<file path="src/rtl/restoring_div_pkg.sv">
// Shared types and constants for the sequential unsigned restoring divider.
package restoring_div_pkg;

  localparam int DEF_WIDTH = 8;
  localparam int CNT_W     = $clog2(DEF_WIDTH) + 1;

  typedef enum logic [2:0] {
    ST_IDLE,
    ST_LOAD_DVD,
    ST_LOAD_DVS,
    ST_SHIFT,
    ST_SUB,
    ST_OUT_Q,
    ST_OUT_R
  } state_e;

  function automatic int cnt_width(input int w);
    return $clog2(w) + 1;
  endfunction

endpackage

</file>
<file path="src/rtl/restoring_div_cu.sv">
// Control unit: FSM, iteration counter and datapath strobes for restoring_div.
// Optional divide-by-zero short cut enabled by the DIV_ZERO_DETECT_EN macro.
module restoring_div_cu
  import restoring_div_pkg::*;
#(
  parameter int WIDTH = DEF_WIDTH
) (
  input  logic clk,
  input  logic rst,
  input  logic enable_i,
  input  logic dvs_zero_i,
  output logic ld_dvd_o,
  output logic ld_dvs_o,
  output logic dz_load_o,
  output logic shift_o,
  output logic sub_o,
  output logic sel_q_o,
  output logic sel_r_o,
  output logic done_o,
  output logic div_zero_o
);

  localparam int CW = cnt_width(WIDTH);

  state_e          state_q, state_d;
  logic [CW-1:0]   cnt_q, cnt_d;

  always_ff @(posedge clk) begin
    if (rst) begin
      state_q <= ST_IDLE;
      cnt_q   <= '0;
    end else begin
      state_q <= state_d;
      cnt_q   <= cnt_d;
    end
  end

  always_comb begin
    state_d   = state_q;
    cnt_d     = cnt_q;
    ld_dvd_o  = 1'b0;
    ld_dvs_o  = 1'b0;
    dz_load_o = 1'b0;
    shift_o   = 1'b0;
    sub_o     = 1'b0;
    case (state_q)
      ST_IDLE: begin
        if (enable_i) state_d = ST_LOAD_DVD;
      end
      ST_LOAD_DVD: begin
        ld_dvd_o = 1'b1;
        cnt_d    = '0;
        state_d  = ST_LOAD_DVS;
      end
      ST_LOAD_DVS: begin
        ld_dvs_o = 1'b1;
        state_d  = ST_SHIFT;
`ifdef DIV_ZERO_DETECT_EN
        if (dvs_zero_i) begin
          dz_load_o = 1'b1;
          state_d   = ST_OUT_Q;
        end
`endif
      end
      ST_SHIFT: begin
        shift_o = 1'b1;
        state_d = ST_SUB;
      end
      ST_SUB: begin
        sub_o   = 1'b1;
        cnt_d   = cnt_q + 1'b1;
        state_d = (cnt_q == CW'(WIDTH - 1)) ? ST_OUT_Q : ST_SHIFT;
      end
      ST_OUT_Q: state_d = ST_OUT_R;
      ST_OUT_R: state_d = ST_IDLE;
      default:  state_d = ST_IDLE;
    endcase
  end

  assign sel_q_o = (state_q == ST_OUT_Q);
  assign sel_r_o = (state_q == ST_OUT_R);
  assign done_o  = (state_q == ST_OUT_R);

`ifdef DIV_ZERO_DETECT_EN
  // Flag is captured once per operation at divisor load and only shown during output.
  logic dz_q;

  always_ff @(posedge clk) begin
    if (rst)           dz_q <= 1'b0;
    else if (ld_dvs_o) dz_q <= dvs_zero_i;
  end

  assign div_zero_o = dz_q & (sel_q_o | sel_r_o);
`else
  logic unused_dvs_zero;
  assign unused_dvs_zero = dvs_zero_i;
  assign div_zero_o      = 1'b0;
`endif

endmodule

</file>
<file path="src/rtl/restoring_div.sv">
// Sequential unsigned restoring divider: A/Q/M datapath driven by restoring_div_cu.
// Build option DIV_ZERO_DETECT_EN short-circuits a zero divisor straight to the output.
module restoring_div
  import restoring_div_pkg::*;
#(
  parameter int WIDTH = DEF_WIDTH
) (
  input  logic             clk,
  input  logic             rst,
  input  logic             enable,
  input  logic [WIDTH-1:0] inbus,
  output logic             done,
  output logic [WIDTH-1:0] outbus,
  output logic             div_zero
);

  logic [WIDTH:0]   a_q, a_d;
  logic [WIDTH-1:0] q_q, q_d;
  logic [WIDTH-1:0] m_q, m_d;
  logic [WIDTH:0]   diff;

  logic ld_dvd, ld_dvs, dz_load, shift_en, sub_en, sel_q, sel_r;

  restoring_div_cu #(.WIDTH(WIDTH)) u_cu (
    .clk        (clk),
    .rst        (rst),
    .enable_i   (enable),
    .dvs_zero_i (inbus == '0),
    .ld_dvd_o   (ld_dvd),
    .ld_dvs_o   (ld_dvs),
    .dz_load_o  (dz_load),
    .shift_o    (shift_en),
    .sub_o      (sub_en),
    .sel_q_o    (sel_q),
    .sel_r_o    (sel_r),
    .done_o     (done),
    .div_zero_o (div_zero)
  );

  always_ff @(posedge clk) begin
    if (rst) begin
      a_q <= '0;
      q_q <= '0;
      m_q <= '0;
    end else begin
      a_q <= a_d;
      q_q <= q_d;
      m_q <= m_d;
    end
  end

  assign diff = a_q - {1'b0, m_q};

  always_comb begin
    a_d = a_q;
    q_d = q_q;
    m_d = m_q;
    if (ld_dvd) begin
      q_d = inbus;
      a_d = '0;
    end
    if (ld_dvs) begin
      m_d = inbus;
      // Zero divisor: the dividend still sitting in Q becomes the remainder.
      if (dz_load) begin
        q_d = '1;
        a_d = {1'b0, q_q};
      end
    end
    // A < M after every SUB, so A's MSB is always clear and can be dropped here.
    if (shift_en) {a_d, q_d} = {a_q[WIDTH-1:0], q_q, 1'b0};
    if (sub_en && !diff[WIDTH]) begin
      a_d = diff;
      q_d = {q_q[WIDTH-1:1], 1'b1};
    end
  end

  always_comb begin
    outbus = '0;
    if (sel_q)      outbus = q_q;
    else if (sel_r) outbus = a_q[WIDTH-1:0];
  end

endmodule

</file>
<file path="config.mk">
export PLATFORM = sky130hd
export DESIGN_NAME = restoring_div
export DESIGN_NICKNAME = d
export VERILOG_FILES = /design/src/rtl/restoring_div_pkg.sv /design/src/rtl/restoring_div_cu.sv /design/src/rtl/restoring_div.sv
export SDC_FILE = /design/constraint.sdc
export NUM_CORES = 1
export LEC_CHECK = 0
export BUFFER_PORTS_ARGS = -buffer_cell sky130_fd_sc_hd__buf_2
export CORE_AREA = 2 2 62 64
export DETAILED_ROUTE_END_ITERATION = 12
export DIE_AREA = 0 0 64 66
export PLACE_DENSITY = 0.76
export SETUP_SLACK_MARGIN = 0.2
export SLEW_MARGIN = 20
export SYNTH_ARGS = -nofsm -noshare
export SYNTH_HDL_FRONTEND = slang
export SYNTH_SLANG_ARGS = --single-unit
</file>
<file path="constraint.sdc">
create_clock -name clk -period 3.6 [get_ports clk]
set_clock_uncertainty 0.2 [all_clocks]
set_input_delay 0.18 -clock clk [delete_from_list [all_inputs] [get_ports clk]]
set_output_delay 0.18 -clock clk [all_outputs]
set_load 0.03 [all_outputs]
</file>
==> results of run 1 <==
worst max-delay path by stage:
stage | start | end | slack, ns | cells after the start
after floorplan | a_q[0]$_SDFFE_PP0P_ | a_q[1]$_SDFFE_PP0P_ | 1.09 | 10
after global placement | a_q[0]$_SDFFE_PP0P_ | a_q[3]$_SDFFE_PP0P_ | 1.08 | 9
after detailed placement | a_q[0]$_SDFFE_PP0P_ | a_q[3]$_SDFFE_PP0P_ | 1.00 | 9
after CTS | a_q[0]$_SDFFE_PP0P_ | a_q[3]$_SDFFE_PP0P_ | 0.99 | 9
after global routing | u_cu.state_q[0]$_SDFFE_PP0P_ | outbus[4] | 0.82 | 5
final | a_q[0]$_SDFFE_PP0P_ | a_q[1]$_SDFFE_PP0P_ | 0.97 | 9
layout make-up:
cell class,instances,share of cell area (%)
multi-input combinational,183,54.3
sequential,32,29.1
timing repair buffer,29,8.76
tap,48,2.73
clock buffer,7,2.50
inverter,13,2.22
clock inverter,1,0.341
per-layer routing:
metal,track usage [%],part of all wire [%]
met4,5.71,0.76
met1,31.3,45
met5,0,0
met3,5.96,5.1
met2,39.3,49
per-stage QoR:
stage                     instance area, sq um  setup slack, ns
after CTS                                 2200            0.989
after floorplan                           1960             1.09
after global routing                      2200            0.819
after global placement                    2050             1.08
after detailed placement                  2050             1.00
final                                     2200            0.975
sequential cells by signal, indices dropped and copies added (netlist names):
| register | flops |
|---|---|
| a_q | 9 |
| m_q | 8 |
| q_q | 8 |
| u_cu.cnt_q | 4 |
| u_cu.state_q | 3 |
kinds of logic after synthesis:
logic type | Yosys count
XOR/XNOR | 3
flip-flops | 32
AND/OR/NAND/NOR | 87
adder cells (fa/ha/maj) | 10
multiplexers | 10
AO/OA/AOI/OAI | 72
buffers and inverters | 29
other | 1
cells in the final DEF (no fill, tap or decap), types with 2 or more instances in the layout:
cell type       n
nor2_1         50
buf_2          19
dfxtp_1        32
xnor2_1         3
nand3_1         7
nor2b_1         2
nand2_1         6
a22oi_1         6
a311oi_1        2
nand3b_1        2
a211oi_1       12
nand2b_1        4
ha_1            9
inv_1          13
o21ai_0         8
clkbuf_4        5
mux2i_1         9
o21ai_1         2
a21oi_1        24
a2111oi_0       2
nor3_1          7
dlygate4sd3_1   9
a211oi_2        2
nor3b_1         2
a31oi_1         3
power by group:
part	switching, uW	total [uW]	internal (uW)
clock network	129	225	95.6
logic	121	215	93.8
registers	24.0	398	374
total	274	837	563
==> impl_metrics.sql, run 1 <==
INSERT INTO impl_metrics (metric_group, metric, value, unit) VALUES
('status', 'outcome', 'completed', ''),
('route', 'detail_route.first_pass.iterations', '4', ''),
('logic_synthesis', 'synth.cell_area', '1960', 'sq um'),
('route', 'dr_total_vias', '1814', ''),
('logic_synthesis', 'post_synth_main_area_contributors', 'dfxtp_1, nor2_1, a21oi_1', ''),
('timing', 'finalSetupTns', '0', 'ns'),
('clock_network', 'holdBufCountCts', '9', ''),
('logic_synthesis', 'mappedNetlistNets', '265', ''),
('logic_synthesis', 'post_synth_inst_count', '244', ''),
('timing', 'timing.final.hold_violations', '0', ''),
('timing', 'hold_ws', '0.131', 'ns'),
('clock_network', 'clock-sinks', '32', ''),
('worst_setup_path', 'critical-path-top-delay-family', 'compound AO/OA/AOI/OAI gates', ''),
('clock_network', 'tritoncts_clock_tree', 'built', ''),
('die', 'ioPinCount', '21', ''),
('worst_setup_path', 'worst-path-max-fanout', '13', ''),
('placed_design', 'detailedPlacementHpwl', '3180', 'microns'),
('route', 'postRouteAntennaNets', '0', ''),
('cells_and_area', 'sequential_cell_area', '641', 'sq um'),
('die', 'overall_die_height', '66', 'microns'),
('route', 'wl_per_cell', '14.7', 'microns'),
('worst_hold_path', 'holdCritStartpoint', 'rst', ''),
('logic_synthesis', 'area_share_of_the_largest_cell_type_after_synthesis', '32.7', '%'),
('die', 'placeableCoreArea', '3550', 'sq um'),
('logic_synthesis', 'yosys-mux-area-fraction', '5.36', '%'),
('placed_design', 'place.gp.congestion', '0.786', ''),
('worst_setup_path', 'cpPeakStageDelay', '0.44', 'ns'),
('timing', 'slew_headroom', '54.9', '%'),
('worst_setup_path', 'r2r.worst_path.cells', '9', ''),
('power', 'leakage_power_figure', '0.000830', 'uW'),
('grt', 'antenna_violations_before_repair', '0', ''),
('cells_and_area', 'nets', '285', ''),
('placed_design', 'buffer_ports.inserted', '19', ''),
('clock_network', 'cts_root_buf', 'clkbuf_4', ''),
('timing', 'period_share', '72.9', '%'),
('logic_synthesis', 'yosys_register_bits', '32', ''),
('worst_setup_path', 'type_of_the_setup_path_with_the_least_slack', 'register to register', ''),
('cells_and_area', 'diodes_inserted', '0', ''),
('worst_hold_path', 'hold_path.class', 'primary input to register', ''),
('timing', 'worstMarginPinSlew', '0.676', 'ns'),
('cells_and_area', 'synthToLayoutAreaGrowth', '12.1', '%'),
('logic_synthesis', 'synth-adder-area-share', '6.76', '%'),
('timing', 'timing.final.crit_period', '2.63', 'ns'),
('worst_hold_path', 'hold_end', 'u_cu.cnt_q[1]$_SDFFE_PP0P_', ''),
('logic_synthesis', 'largest_family_of_logic_cells_by_synthesized_area', 'compound AO/OA/AOI/OAI gates', ''),
('clock_network', 'post_cts.repair.setup_buffers', '0', ''),
('route', 'drt-total-wl', '4610', 'microns'),
('die', 'die_width', '64', 'microns'),
('logic_synthesis', 'yosys_most_used_dff', 'dfxtp_1', ''),
('logic_synthesis', 'simple_gate_share_of_the_synthesized_area', '21.2', '%'),
('logic_synthesis', 'netlist-cell-type-count', '48', ''),
('clock_network', 'clk-insertion-delay-late', '0.34', 'ns'),
('worst_setup_path', 'r2r_end', 'a_q[1]$_SDFFE_PP0P_', ''),
('logic_synthesis', 'synth_most_common_cell', 'nor2_1', ''),
('worst_setup_path', 'worstPathArrival', '2.62', 'ns'),
('timing', 'final_max_slew_viol_count', '0', ''),
('die', 'floorplan.initialDensity', '55.3', '%'),
('logic_synthesis', 'post_synth_most_frequent_cells', 'nor2_1, dfxtp_1, a21oi_1', ''),
('worst_hold_path', 'min_delay_path_depth', '2', ''),
('clock_network', 'clock_transition_time_at_the_flip_flop_clock_pins_of_the_worst_setup_and_hold_paths', '0.11', 'ns'),
('logic_synthesis', 'synthesis.yosys.warnings', '0', ''),
('logic_synthesis', 'post_synthesis_async_set_or_reset_flop_share', '0', '%'),
('logic_synthesis', 'synth_compound_gate_area_share', '26.0', '%'),
('grt', 'grt_max_degree', '33', ''),
('cells_and_area', 'final_core_util', '61.9', '%'),
('worst_setup_path', 'required_time_at_the_endpoint_of_the_critical_path', '3.60', 'ns'),
('power', 'power_consumption', '837', 'uW'),
('flow_run', 'timing.max_cap.violations', '0', ''),
('worst_setup_path', 'r2r_start', 'a_q[0]$_SDFFE_PP0P_', ''),
('logic_synthesis', 'synth.avg_cell_area', '8.04', 'sq um'),
('route', 'vias_per_cell', '5.80', '');
Power figures use the tool's default switching activity.
==> run 2: changes to the inputs <==
clock period = 2.5 ns   (was 3.6 ns; I/O delays follow)
==> impl_metrics.sql, run 2 (synthesized netlist as in run 1, its figures left out) <==
INSERT INTO impl_metrics (metric_group, metric, value, unit) VALUES
('cells_and_area', 'final_cell_area', '2510', 'sq um'),
('worst_setup_path', 'r2r_end', 'a_q[1]$_SDFFE_PP0P_', ''),
('grt', 'grt_pass1_wl', '8780', 'microns'),
('worst_setup_path', 'setup.worst_path.end', 'a_q[1]$_SDFFE_PP0P_', ''),
('cells_and_area', 'number_of_flip_flops_under_the_largest_register_name', '9', ''),
('clock_network', 'tritoncts.num_buffers', '5', ''),
('timing', 'worstMarginPinSlew', '0.690', 'ns'),
('die', 'die_width', '64', 'microns'),
('status', 'outcome', 'completed', ''),
('grt', 'antenna_violations_before_repair', '0', ''),
('worst_setup_path', 'timing.reg2reg.setup_slack', '0.07', 'ns'),
('timing', 'achievable-frequency', '411', 'MHz'),
('worst_setup_path', 'worst-path-max-fanout', '6', ''),
('clock_network', 'clock_transition_time_at_the_flip_flop_clock_pins_of_the_worst_setup_and_hold_paths', '0.11', 'ns'),
('clock_network', 'clk-insertion-delay-late', '0.36', 'ns'),
('clock_network', 'tritoncts_clock_tree', 'built', ''),
('clock_network', 'clock-sinks', '32', ''),
('worst_setup_path', 'r2r.worst_path.cells', '10', ''),
('grt', 'grt_max_degree', '33', ''),
('power', 'power-per-cell-area', '570', 'nW/um^2'),
('die', 'dieArea', '4220', 'sq um'),
('placed_design', 'place.gp.congestion', '0.792', ''),
('cells_and_area', 'sequential_cell_area', '646', 'sq um'),
('cells_and_area', 'most_common_library_cell_in_the_layout_ignoring_fill_and_taps', 'nor2_1', ''),
('route', 'drt_first_iter_violations', '174', ''),
('placed_design', 'buffer_ports.inserted', '19', ''),
('cells_and_area', 'diodes_inserted', '0', ''),
('cells_and_area', 'synthToLayoutAreaGrowth', '27.8', '%'),
('worst_setup_path', 'startpoint_type', 'register', ''),
('clock_network', 'cts.htree.levels', '2', ''),
('cells_and_area', 'commonest_cells_after_routing_fill_and_taps_aside', 'nor2_1, dfxtp_1, a21oi_1', ''),
('clock_network', 'clockBufferDepth', '2', ''),
('worst_hold_path', 'hold_path.class', 'primary input to register', ''),
('grt', 'vias_in_the_first_global_route', '1856', ''),
('worst_setup_path', 'r2r_start', 'a_q[0]$_SDFFE_PP0P_', ''),
('cells_and_area', 'fillCellCount', '257', ''),
('cells_and_area', 'share_of_post_route_cells_with_drive_strength_above_1', '26.9', '%'),
('worst_setup_path', 'cp_slowest_cell', 'mux2_4', ''),
('timing', 'timing.final.hold_violations', '0', ''),
('timing', 'setup-violations-final', '0', ''),
('placed_design', 'postPlaceCellArea', '2140', 'sq um'),
('worst_setup_path', 'timing.critical_path.cells', 'inv_2, ha_4, fa_2, nor2b_4, o31a_4, a41oi_4, buf_6, mux2_4, a211oi_2, a211oi_2', ''),
('cells_and_area', 'nets', '303', ''),
('worst_setup_path', 'critical-path-top-cell-by-count', 'a211oi_2', ''),
('power', 'largest_voltage_drop_on_the_vdd_net', '0.000484', 'V'),
('grt', 'grt_overflow', '0', ''),
('route', 'remaining_drc_errors', '0', ''),
('timing', 'finalSetupTns', '0', 'ns'),
('timing', 'timing.final.crit_period', '2.43', 'ns'),
('placed_design', 'detailedPlacementHpwl', '3310', 'microns'),
('cells_and_area', 'multiInputGateArea', '1330', 'sq um'),
('timing', 'final_max_slew_viol_count', '0', ''),
('clock_network', 'cts_root_buf', 'clkbuf_4', ''),
('cells_and_area', 'biggest_registers_after_layout', 'a_q: 9 flops, m_q: 8 flops, q_q: 8 flops', ''),
('worst_setup_path', 'required_time_at_the_endpoint_of_the_critical_path', '2.52', 'ns'),
('route', 'detail_route.first_pass.iterations', '5', ''),
('worst_setup_path', 'type_of_the_setup_path_with_the_least_slack', 'register to register', ''),
('route', 'vias_per_cell', '5.85', ''),
('flow_run', 'timing.max_cap.violations', '0', ''),
('die', 'ioPinCount', '21', ''),
('power', 'leakage_power_figure', '0.000963', 'uW'),
('timing', 'rsz0062_at_grt', 'yes', ''),
('die', 'placementRows', '22', ''),
('grt', 'groute.usage.overall', '27.7', '%'),
('worst_hold_path', 'min_delay_path_depth', '2', ''),
('cells_and_area', 'largest-register', 'a_q', ''),
('route', 'wl_per_cell', '16.3', 'microns'),
('route', 'dr_total_vias', '1935', ''),
('route', 'postRouteAntennaNets', '0', ''),
('worst_setup_path', 'cp-startpoint', 'a_q[0]$_SDFFE_PP0P_', ''),
('timing', 'slew_headroom', '54.0', '%'),
('worst_setup_path', 'cpPeakStageDelay', '0.35', 'ns'),
('worst_setup_path', 'worstPathArrival', '2.46', 'ns'),
('worst_setup_path', 'worst_setup_path_end_kind', 'register', ''),
('die', 'overall_die_height', '66', 'microns'),
('timing', 'period_share', '97.4', '%'),
('die', 'floorplan.initialDensity', '55.3', '%'),
('route', 'drt-total-wl', '5410', 'microns'),
('die', 'placeableCoreArea', '3550', 'sq um');
run 2: cell count changes in the layout (fill, tap and decap cells not counted), moves of 3 or more:
cell	before	now
dfxtp_1	32	28
a211oi_2	2	5
a211oi_1	12	9
dfxtp_2	0	4
buf_6	0	3
buf_4	1	15
run 2: metrics by stage:
stage | setup slack [ns] | hold slack (ns) | instances | utilization (%) | power [uW]
final | 0.0659 | 0.0811 | 331 | 70.6 | 1430
after global routing | 0.0000275 | 0.0975 | 331 | 70.6 | 1480
after global placement | 0.0641 | 0.168 | 304 | 60.4 | 892
after detailed placement | 0.0135 | 0.172 | 304 | 60.4 | 897
after floorplan | 0.165 | -0.0107 | 244 | - | 828
after CTS | 0.113 | 0.0724 | 331 | 69.5 | 1410
run 2: final cells by class:
type,instances,area share [%]
clock buffers,7,2.59
clock inverters,1,1.20
inverters,13,1.95
multi-input cells,184,52.9
flip-flops and latches,32,25.7
well taps,48,2.40
repair buffers,46,13.2
run 2: per-layer routing:
layer | vias to the layer above | GRT usage, % | part of all wire [%]
li1 | 947 | - | -
met1 | 886 | 33.1 | 41
met2 | 86 | 46.2 | 49
met3 | 16 | 6.81 | 7.7
met4 | 0 | 14.4 | 3.2
met5 | - | 0 | 0
run 2: worst min path at each step:
| stage | start | endpoint | slack (ns) |
|---|---|---|---|
| floorplan | rst | a_q[5]$_SDFFE_PP0P_ | -0.01 |
| global placement | inbus[5] | m_q[5]$_SDFFE_PP0P_ | 0.17 |
| detailed placement | inbus[2] | m_q[2]$_SDFFE_PP0P_ | 0.17 |
| CTS | rst | u_cu.cnt_q[0]$_SDFFE_PP0P_ | 0.07 |
| global route | rst | u_cu.cnt_q[0]$_SDFFE_PP0P_ | 0.1 |
| finish | rst | m_q[7]$_SDFFE_PP0P_ | 0.08 |
run 2: worst max-delay path, delay by kind of cell (launching register included):
kind	cells	cell delay, ns
AO/OA/AOI/OAI	4	0.79
adder cells (fa/ha/maj)	2	0.35
buffers and inverters	2	0.22
flip-flops	1	0.34
multiplexers	1	0.35
AND/OR/NAND/NOR	1	0.05
run 2: timing repair:
action / in CTS / in global routing
gates cloned: 1 / 0
setup buffers: 9 / 0
setup endpoints to repair: 8 / 10
hold endpoints to repair: 17 / 0
hold buffers: 9 / 0
pin swaps: 9 / 2
resized for setup: 14 / 8
run 2: power breakdown:
part,switching [uW],internal [uW],total (uW)
sequential,31.2,538,570
combinational,214,182,396
clock,198,265,463
total,443,986,1430
==> run 3: changes to the inputs <==
CORE_AREA = 4 4 64 66   (was 2 2 62 64)
DIE_AREA = 0 0 68 70   (was 0 0 64 66)
PLACE_DENSITY = default   (was 0.76)
PLACE_DENSITY_LB_ADDON = 0.1   (was default)
==> impl_metrics.sql, run 3 (synthesized netlist as in run 1, its figures left out) <==
INSERT INTO impl_metrics (metric_group, metric, value, unit) VALUES
('power', 'leakage_power_figure', '0.000931', 'uW'),
('clock_network', 'clockBufferDepth', '2', ''),
('clock_network', 'tritoncts_clock_tree', 'built', ''),
('route', 'detail_route.first_pass.iterations', '4', ''),
('clock_network', 'clock-sinks', '32', ''),
('clock_network', 'tritoncts.num_buffers', '5', ''),
('worst_setup_path', 'worst_setup_path_end_kind', 'register', ''),
('grt', 'grt_pass1_wl', '8140', 'microns'),
('timing', 'setup-violations-final', '0', ''),
('flow_run', 'timing.max_cap.violations', '0', ''),
('worst_setup_path', 'r2r_end', 'a_q[7]$_SDFFE_PP0P_', ''),
('timing', 'period_share', '98.9', '%'),
('timing', 'rsz0062_at_grt', 'yes', ''),
('worst_setup_path', 'type_of_the_setup_path_with_the_least_slack', 'register to register', ''),
('clock_network', 'clk-insertion-delay-late', '0.35', 'ns'),
('die', 'placeableCoreArea', '3580', 'sq um'),
('grt', 'grt_util_met2', '35.1', '%'),
('placed_design', 'detailedPlacementHpwl', '3370', 'microns'),
('route', 'remaining_drc_errors', '0', ''),
('worst_setup_path', 'r2r.worst_path.cells', '9', ''),
('die', 'ioPinCount', '21', ''),
('worst_setup_path', 'setup.worst_path.end', 'a_q[7]$_SDFFE_PP0P_', ''),
('cells_and_area', 'final_core_util', '67.7', '%'),
('route', 'postRouteAntennaNets', '0', ''),
('worst_setup_path', 'worstPathArrival', '2.47', 'ns'),
('placed_design', 'worst_setup_slack_after_placement', '-0.00480', 'ns'),
('route', 'wl_per_cell', '15.3', 'microns'),
('clock_network', 'cts_root_buf', 'clkbuf_4', ''),
('power', 'largest_voltage_drop_on_the_vdd_net', '0.000437', 'V'),
('timing', 'final_max_slew_viol_count', '0', ''),
('cells_and_area', 'number_of_flip_flops_under_the_largest_register_name', '9', ''),
('timing', 'worstMarginPinSlew', '0.703', 'ns'),
('cells_and_area', 'largest-register', 'a_q', ''),
('worst_setup_path', 'startpoint_type', 'register', ''),
('grt', 'global_route.usage.met3', '5.47', '%'),
('die', 'floorplan.initialDensity', '54.8', '%'),
('worst_setup_path', 'r2r_start', 'a_q[0]$_SDFFE_PP0P_', ''),
('placed_design', 'place.gp.congestion', '0.792', ''),
('grt', 'vias_in_the_first_global_route', '1688', ''),
('status', 'outcome', 'completed', ''),
('timing', 'achievable-frequency', '405', 'MHz'),
('cells_and_area', 'diodes_inserted', '0', ''),
('cells_and_area', 'fillCellCount', '308', ''),
('grt', 'grt_use_met1', '29.5', '%'),
('worst_hold_path', 'hold_path.class', 'primary input to register', ''),
('worst_hold_path', 'min_delay_path_depth', '2', ''),
('worst_setup_path', 'cp-startpoint', 'a_q[0]$_SDFFE_PP0P_', ''),
('die', 'overall_die_height', '70', 'microns'),
('timing', 'timing.final.crit_period', '2.47', 'ns'),
('worst_hold_path', 'holdCritStartpoint', 'rst', ''),
('grt', 'grt_overflow', '0', ''),
('grt', 'top_usage_layer', 'met2', ''),
('die', 'die_width', '68', 'microns'),
('timing', 'slew_headroom', '53.2', '%'),
('cells_and_area', 'commonest_cells_after_routing_fill_and_taps_aside', 'nor2_1, dfxtp_1, a21oi_1', ''),
('worst_setup_path', 'required_time_at_the_endpoint_of_the_critical_path', '2.50', 'ns'),
('cells_and_area', 'most_common_library_cell_in_the_layout_ignoring_fill_and_taps', 'nor2_1', ''),
('timing', 'timing.final.hold_violations', '0', ''),
('route', 'dr_total_vias', '1855', ''),
('timing', 'final.setup.worst_slack', '0.0278', 'ns'),
('cells_and_area', 'nets', '300', ''),
('clock_network', 'clock_transition_time_at_the_flip_flop_clock_pins_of_the_worst_setup_and_hold_paths', '0.11', 'ns'),
('grt', 'antenna_violations_before_repair', '0', ''),
('clock_network', 'cts.htree.levels', '2', ''),
('worst_setup_path', 'worst-path-max-fanout', '7', ''),
('die', 'dieArea', '4760', 'sq um'),
('grt', 'groute.usage.overall', '22.3', '%'),
('placed_design', 'buffer_ports.inserted', '19', ''),
('grt', 'grt_max_degree', '33', ''),
('power', 'power-per-cell-area', '556', 'nW/um^2'),
('cells_and_area', 'biggest_registers_after_layout', 'a_q: 9 flops, m_q: 8 flops, q_q: 8 flops', ''),
('route', 'vias_per_cell', '5.66', ''),
('cells_and_area', 'share_of_post_route_cells_with_drive_strength_above_1', '24.3', '%'),
('die', 'placementRows', '22', ''),
('cells_and_area', 'synthToLayoutAreaGrowth', '23.4', '%'),
('route', 'drt_first_iter_violations', '172', ''),
('worst_setup_path', 'timing.reg2reg.setup_slack', '0.03', 'ns'),
('route', 'drt-total-wl', '5030', 'microns');
==> run 3: cell types whose count changed in the layout (fill, tap and decap cells not counted), sizes merged <==
| cell | delta |
|---|---|
| clkbuf | -1 |
| clkinv | +1 |
| buf | -3 |
==> run 3: metrics by stage <==
step | cell area [sq um] | power (uW) | TNS (ns) | hold WS, ns | instances
global placement | 2160 | 899 | 0 | 0.169 | 306
CTS | 2390 | 1330 | 0 | 0.0914 | 327
floorplan | 2000 | 828 | 0 | -0.0107 | 244
global route | 2420 | 1410 | -0.0235 | 0.102 | 328
detailed placement | 2160 | 905 | -0.00480 | 0.181 | 306
finish | 2420 | 1350 | 0 | 0.102 | 328
==> run 3: final cells by class <==
type / count / area, sq um / area share (%)
Multi-Input combinational cell: 184 / 1290 / 53.2
Sequential cell: 32 / 646 / 26.7
Timing Repair Buffer: 43 / 302 / 12.5
Tap cell: 48 / 60.1 / 2.48
Clock inverter: 2 / 35.0 / 1.45
Clock buffer: 6 / 41.3 / 1.71
Inverter: 13 / 48.8 / 2.02
==> run 3: worst max-delay path: stages, from the launching register on <==
cell and delay, ns:
dfxtp_2 0.33, inv_2 0.07, ha_4 0.13, fa_2 0.23, nor2b_4 0.05, o31a_4 0.35
a41oi_4 0.21, mux2_4 0.39, a211oi_1 0.27, a311oi_1 0.09
==> run 3: how the worst min path moves through the flow <==
stage	end	slack [ns]
final	u_cu.cnt_q[1]$_SDFFE_PP0P_	0.10
after CTS	u_cu.cnt_q[1]$_SDFFE_PP0P_	0.09
after detailed placement	m_q[4]$_SDFFE_PP0P_	0.18
after floorplan	a_q[5]$_SDFFE_PP0P_	-0.01
after global routing	u_cu.state_q[2]$_SDFFE_PP0P_	0.10
after global placement	m_q[3]$_SDFFE_PP0P_	0.17
==> run 3: power breakdown <==
group | total [uW] | switching [uW] | internal, uW
combinational | 378 | 205 | 173
sequential | 567 | 28.1 | 539
clock | 401 | 191 | 210
total | 1350 | 424 | 921
==> run 3: per-layer routing <==
layer  wire length, microns  up-vias
met5                      0        -
met4                     99        0
met3                    242        9
met2                   2480       44
met1                   2210      862
li1                       -      940
==> run 3: what timing repair did <==
item	CTS	global route
setup endpoints to repair	9	13
resized for setup	7	7
hold endpoints to repair	17	0
pin swaps	7	5
hold buffers	9	0
cloned	1	0
setup buffers	3	1
